## src/rtl/jmp_seq_pkg.sv

```systemverilog
// rtl/jmp_seq_pkg.sv - shared types and defaults for the jump sequencer
// Purpose: FSM state encoding, jump-table entry layout and default sizing
//          used by jmp_seq_ctrl and its bench.
// Ports:   none (package)
package jmp_seq_pkg;

  localparam int DEF_WIDTH   = 4;
  localparam int DEF_NJMP    = 2;
  localparam int DEF_END_VAL = 15;

  typedef enum logic [1:0] {
    IDLE  = 2'd0,
    RUN   = 2'd1,
    PAUSE = 2'd2,
    DONE  = 2'd3
  } state_t;

  // Entries are sized by DEF_WIDTH; the controller's WIDTH must match it.
  typedef struct packed {
    logic                 valid;
    logic [DEF_WIDTH-1:0] from;
    logic [DEF_WIDTH-1:0] to;
  } jmp_entry_t;

endpackage

```

## src/rtl/jmp_seq_cnt.sv

```systemverilog
// rtl/jmp_seq_cnt.sv - loadable up-counter for the jump sequencer
// Purpose: WIDTH-bit counter; load has priority over increment, and the
//          increment wraps naturally from all-ones to zero.
// Ports:   clk, resetN (async active-low), en (increment), load,
//          load_val [WIDTH-1:0], count [WIDTH-1:0] (registered)
module jmp_seq_cnt #(
  parameter int WIDTH = 4
) (
  input  logic             clk,
  input  logic             resetN,
  input  logic             en,
  input  logic             load,
  input  logic [WIDTH-1:0] load_val,
  output logic [WIDTH-1:0] count
);

  logic [WIDTH-1:0] r_count;

  always_ff @(posedge clk or negedge resetN) begin
    if (!resetN) begin
      r_count <= '0;
    end else if (load) begin
      r_count <= load_val;
    end else if (en) begin
      r_count <= r_count + WIDTH'(1'b1);
    end
  end

  assign count = r_count;

endmodule

```

## src/rtl/jmp_seq_ctrl.sv

```systemverilog
// rtl/jmp_seq_ctrl.sv - start/stop sequencer with a programmable jump table
// Purpose: runs the counter from 0 to END_VAL; table entries redirect the
//          count (from->to, lowest index wins). Optional macro
//          JMP_SEQ_LOOP_EN makes RUN wrap to 0 at END_VAL with a done
//          lap pulse instead of going through DONE.
// Ports:   clk, resetN (async active-low), start, stop,
//          cfg_we/cfg_addr/cfg_valid/cfg_from/cfg_to (table write),
//          count [WIDTH-1:0], busy, done, jumped (all registered)
module jmp_seq_ctrl
  import jmp_seq_pkg::*;
#(
  parameter int WIDTH   = DEF_WIDTH,
  parameter int NJMP    = DEF_NJMP,
  parameter int END_VAL = DEF_END_VAL,
  parameter int AW      = (NJMP > 1) ? $clog2(NJMP) : 1
) (
  input  logic             clk,
  input  logic             resetN,
  input  logic             start,
  input  logic             stop,
  input  logic             cfg_we,
  input  logic [AW-1:0]    cfg_addr,
  input  logic             cfg_valid,
  input  logic [WIDTH-1:0] cfg_from,
  input  logic [WIDTH-1:0] cfg_to,
  output logic [WIDTH-1:0] count,
  output logic             busy,
  output logic             done,
  output logic             jumped
);

  localparam logic [WIDTH-1:0] L_END = WIDTH'(END_VAL);

  state_t           r_state;
  state_t           w_state_nxt;
  jmp_entry_t       r_tbl [NJMP];
  logic             r_busy;
  logic             r_done;
  logic             r_jumped;
  logic [WIDTH-1:0] w_count;
  logic             w_cnt_en;
  logic             w_cnt_load;
  logic [WIDTH-1:0] w_load_val;
  logic             w_done_nxt;
  logic             w_jumped_nxt;
  logic             w_hit;
  logic [WIDTH-1:0] w_hit_to;
  logic             w_cfg_ok;

  jmp_seq_cnt #(.WIDTH(WIDTH)) u_cnt (
    .clk      (clk),
    .resetN   (resetN),
    .en       (w_cnt_en),
    .load     (w_cnt_load),
    .load_val (w_load_val),
    .count    (w_count)
  );

  // Scan from the top index down so the lowest matching index is the last
  // assignment and therefore wins.
  always_comb begin
    w_hit    = 1'b0;
    w_hit_to = '0;
    for (int i = NJMP - 1; i >= 0; i--) begin
      if (r_tbl[i].valid && (r_tbl[i].from == w_count)) begin
        w_hit    = 1'b1;
        w_hit_to = r_tbl[i].to;
      end
    end
  end

  // Table is only writable while the sequencer is not busy.
  assign w_cfg_ok = cfg_we && ((r_state == IDLE) || (r_state == DONE))
                    && (int'(cfg_addr) < NJMP);

  always_ff @(posedge clk or negedge resetN) begin
    if (!resetN) begin
      for (int i = 0; i < NJMP; i++) begin
        r_tbl[i] <= '0;
      end
    end else if (w_cfg_ok) begin
      r_tbl[cfg_addr] <= '{valid: cfg_valid, from: cfg_from, to: cfg_to};
    end
  end

  always_comb begin
    w_state_nxt  = r_state;
    w_cnt_en     = 1'b0;
    w_cnt_load   = 1'b0;
    w_load_val   = '0;
    w_done_nxt   = 1'b0;
    w_jumped_nxt = 1'b0;
    case (r_state)
      IDLE: begin
        if (start && !stop) begin
          w_state_nxt = RUN;
          w_cnt_load  = 1'b1;
        end
      end
      RUN: begin
        if (stop) begin
          w_state_nxt = PAUSE;
        end else if (w_count == L_END) begin
          w_done_nxt = 1'b1;
`ifdef JMP_SEQ_LOOP_EN
          w_cnt_load = 1'b1;
`else
          w_state_nxt = DONE;
`endif
        end else if (w_hit) begin
          w_cnt_load   = 1'b1;
          w_load_val   = w_hit_to;
          w_jumped_nxt = 1'b1;
        end else begin
          w_cnt_en = 1'b1;
        end
      end
      PAUSE: begin
        if (stop) begin
          w_state_nxt = IDLE;
          w_cnt_load  = 1'b1;
        end else if (start) begin
          w_state_nxt = RUN;
        end
      end
      DONE: begin
        w_state_nxt = IDLE;
      end
      default: begin
        w_state_nxt = IDLE;
      end
    endcase
  end

  always_ff @(posedge clk or negedge resetN) begin
    if (!resetN) begin
      r_state  <= IDLE;
      r_busy   <= 1'b0;
      r_done   <= 1'b0;
      r_jumped <= 1'b0;
    end else begin
      r_state  <= w_state_nxt;
      r_busy   <= (w_state_nxt == RUN) || (w_state_nxt == PAUSE);
      r_done   <= w_done_nxt;
      r_jumped <= w_jumped_nxt;
    end
  end

  assign count  = w_count;
  assign busy   = r_busy;
  assign done   = r_done;
  assign jumped = r_jumped;

endmodule
```

## config.mk

```make
export PLATFORM = sky130hd
export DESIGN_NAME = jmp_seq_ctrl
export DESIGN_NICKNAME = d
export VERILOG_FILES = /design/src/rtl/jmp_seq_pkg.sv /design/src/rtl/jmp_seq_cnt.sv /design/src/rtl/jmp_seq_ctrl.sv
export SDC_FILE = /design/constraint.sdc
export NUM_CORES = 1
export LEC_CHECK = 0
export ABC_AREA = 1
export CORE_ASPECT_RATIO = 0.8
export CORE_MARGIN = 1
export CORE_UTILIZATION = 60
export CTS_BUF_LIST = sky130_fd_sc_hd__clkbuf_4
export DETAILED_ROUTE_END_ITERATION = 6
export GPL_TIMING_DRIVEN = 0
export HOLD_SLACK_MARGIN = 0.02
export PLACE_DENSITY_LB_ADDON = 0.2
export SKIP_LAST_GASP = 1
export SLEW_MARGIN = 20
export SYNTH_ARGS = -nofsm -noshare
export SYNTH_HDL_FRONTEND = slang
export SYNTH_HIERARCHICAL = 1
export SYNTH_SLANG_ARGS = --single-unit
```

## constraint.sdc

```tcl
create_clock -name clk -period 3 [get_ports clk]
set_clock_uncertainty 0.2 [all_clocks]
set_input_delay 0.6 -clock clk [delete_from_list [all_inputs] [get_ports clk]]
set_output_delay 0.6 -clock clk [all_outputs]
set_load 0.03 [all_outputs]
```

==> impl_metrics.tcl <==
set metrics [dict create \
    finalSetupTns_ns 0 \
    synthToLayoutAreaGrowth_pct 18.2 \
    wl_um 3040 \
    cts_setup_buffers 0 \
    ir_worst_vdd_mv 0.496 \
    cp_max_fo 8 \
    fp.coreArea_um2 2270 \
    syn_area_um2 1510 \
    finalInstanceArea_um2 1790 \
    place_ws_ns 0.435 \
    row_count 15 \
    antenna_cells 0 \
    root_buffer "clkbuf_4" \
    cp-start-kind "flop" \
    numPortBuffers 21 \
    crit_path_max_incr_delay_ns 0.74 \
    synth_ff_type "dfrtp_1" \
    grt_pass1_wl_um 5240 \
    worstMarginPinSlew_ns 0.587 \
    htree_levels 1 \
    initial_core_util 0.666 \
    syn_nets 210 \
    synth_edf_count 0 \
    drive_gt1_frac 0.0888 \
    leakage_uw 0.000911 \
    fillCellCount 170 \
    die_area_um2 2730 \
    synth_cell_types 26 \
    post_cts_resized 0 \
    syn_avg_cell_area_um2 8.00 \
    p_per_area_nw_per_um2 892 \
    vias 1281 \
    clock_path_buffers 2 \
    layout.area.seq_um2 676 \
    layout.nets 236 \
    clkTransAtPathRegs_ns 0.14 \
    drc 0 \
    cts_buffers 3 \
    setup.worst_path.end_class "primary output" \
    multi_input_area_um2 712 \
    synth_top_area_share 0.447 \
    ctsHoldBuffers 0 \
    status "completed" \
    crit_chain "clkdlybuf4s50_1" \
    final_antenna_net_count 0 \
    synth_top_area_cell "dfrtp_1" \
    synth.area.top_cells "dfrtp_1, nand2_1, inv_1" \
    place_congestion 0.816 \
    ys_ff_latch 27 \
    drv_slew 0 \
    crit_type "flop to primary output" \
    cts_sinks 27 \
    cp_slowest_cell "clkdlybuf4s50_1" \
    placed_area_um2 1760 \
    fmax_mhz 402 \
    io_pins 22 \
    crit_arrival_ns 1.68 \
    track_usage 0.264 \
    post-route-min-period_ns 2.48 \
    setup_ws_ns 0.515 \
    grt_pass1_vias 1217 \
    hp-class "input port to async pin" \
    cts_tree "yes" \
    setup_violations 0 \
    avgRoutedWirePerCell_um 12.3 \
    final.period_utilization 0.828 \
    ys_seq_area_frac 0.447 \
    die-height_um 46.9 \
    dieWidth_um 58.1 \
    critPathRequiredTime_ns 2.20 \
    drt-initial-drc-count 56 \
    critPathBufInv 1 \
    clk-insertion-delay-late_ns 0.34 \
    async_flop_share 1.00 \
    overflow 0 \
    syn-instance-count 189 \
    yosys_warnings 6 \
    rsz0062_at_grt "false" \
    maxCapViolations 0 \
    drt-pass1-iter-count 4 \
    place_hpwl_um 2370 \
    antenna_found_initial 0 \
    grt_max_degree 28 \
    final_hold_viol_count 0 \
    via_per_inst 5.17 \
    cp_top_family "buffers and inverters" \
    maxSlewHeadroom 0.609 \
    hold_slack_ns 0.0356 \
]
final cells by class:
cell class / instances / share of cell area
repair buffers: 21 / 0.115
clock buffers: 3 / 0.0126
inverters: 31 / 0.0651
multi-input cells: 129 / 0.398
flip-flops and latches: 27 / 0.378
plain buffers: 2 / 0.00420
well taps: 34 / 0.0238
clock inverters: 1 / 0.00280
worst paths after layout:
check	startpoint	to	slack (ns)	cells past startpoint
worst max-delay path	u_cnt/count[2]	count[2]	0.52	1
worst max register to register	u_cnt/count[0]	u_cnt/count[2]	0.87	11
max in group asynchronous	resetN	r_tbl[3]	2.17	1
min in group clk	r_tbl[2]	r_tbl[2]	0.30	2
worst min-delay path	resetN	r_tbl[5]	0.04	1
worst min register to register	r_tbl[2]	r_tbl[2]	0.30	2
routing by layer:
layer / wire length (µm) / track usage / share of wire
met3: 205 / 0.0799 / 0.067
met2: 1400 / 0.441 / 0.46
met1: 1360 / 0.330 / 0.45
met4: 85 / 0.110 / 0.028
met5: 0 / 0 / 0
synthesized netlist by cell type (2+ instances only):
library cell / count
a21oi_2: 4
clkbuf_1: 2
dfrtp_1: 27
ha_1: 6
inv_1: 30
nand2_1: 56
nand2_2: 3
nand2_4: 2
nand3_1: 9
nand4_1: 5
nor2_1: 9
o21ai_0: 22
registers in the layout, indices dropped and copies added (netlist names):
register / cells
r_tbl: 18
busy: 1
jumped: 1
u_cnt/count: 4
done: 1
r_state: 2
cell usage in the layout, fill, tap and decap left out, drive strengths merged:
| cell | n |
|---|---|
| buf | 1 |
| clkinv | 1 |
| nor2 | 11 |
| o21ai | 23 |
| nand4 | 5 |
| inv | 31 |
| nand2 | 61 |
| xnor2 | 2 |
| clkdlybuf4s50 | 20 |
| nand3 | 10 |
| ha | 6 |
| o21bai | 1 |
| a21oi | 4 |
| nand3b | 1 |
| nor3 | 1 |
| clkbuf | 5 |
| a22oi | 1 |
| xor2 | 1 |
| a21boi | 1 |
| o211ai | 1 |
| dfrtp | 27 |
through the flow:
step                std cells   util  total power [µW]
global placement          244  0.777              1390
CTS                       248  0.789              1600
detailed placement        244  0.777              1440
floorplan                 189      -              1210
finish                    248  0.787              1590
global route              248  0.787              1730
kinds of logic after synthesis:
family,after synthesis,share of synthesized area
simple gates,89,0.280
buf+inv,33,0.0820
flops,27,0.447
compound gates,31,0.119
xor+xnor,3,0.0224
fa+ha+maj,6,0.0497
where the power goes:
| part | internal, µW | switching (µW) | total, µW |
|---|---|---|---|
| sequential | 515 | 138 | 653 |
| clock | 50.3 | 109 | 159 |
| combinational | 295 | 486 | 782 |
Power figures use the tool's default switching activity.
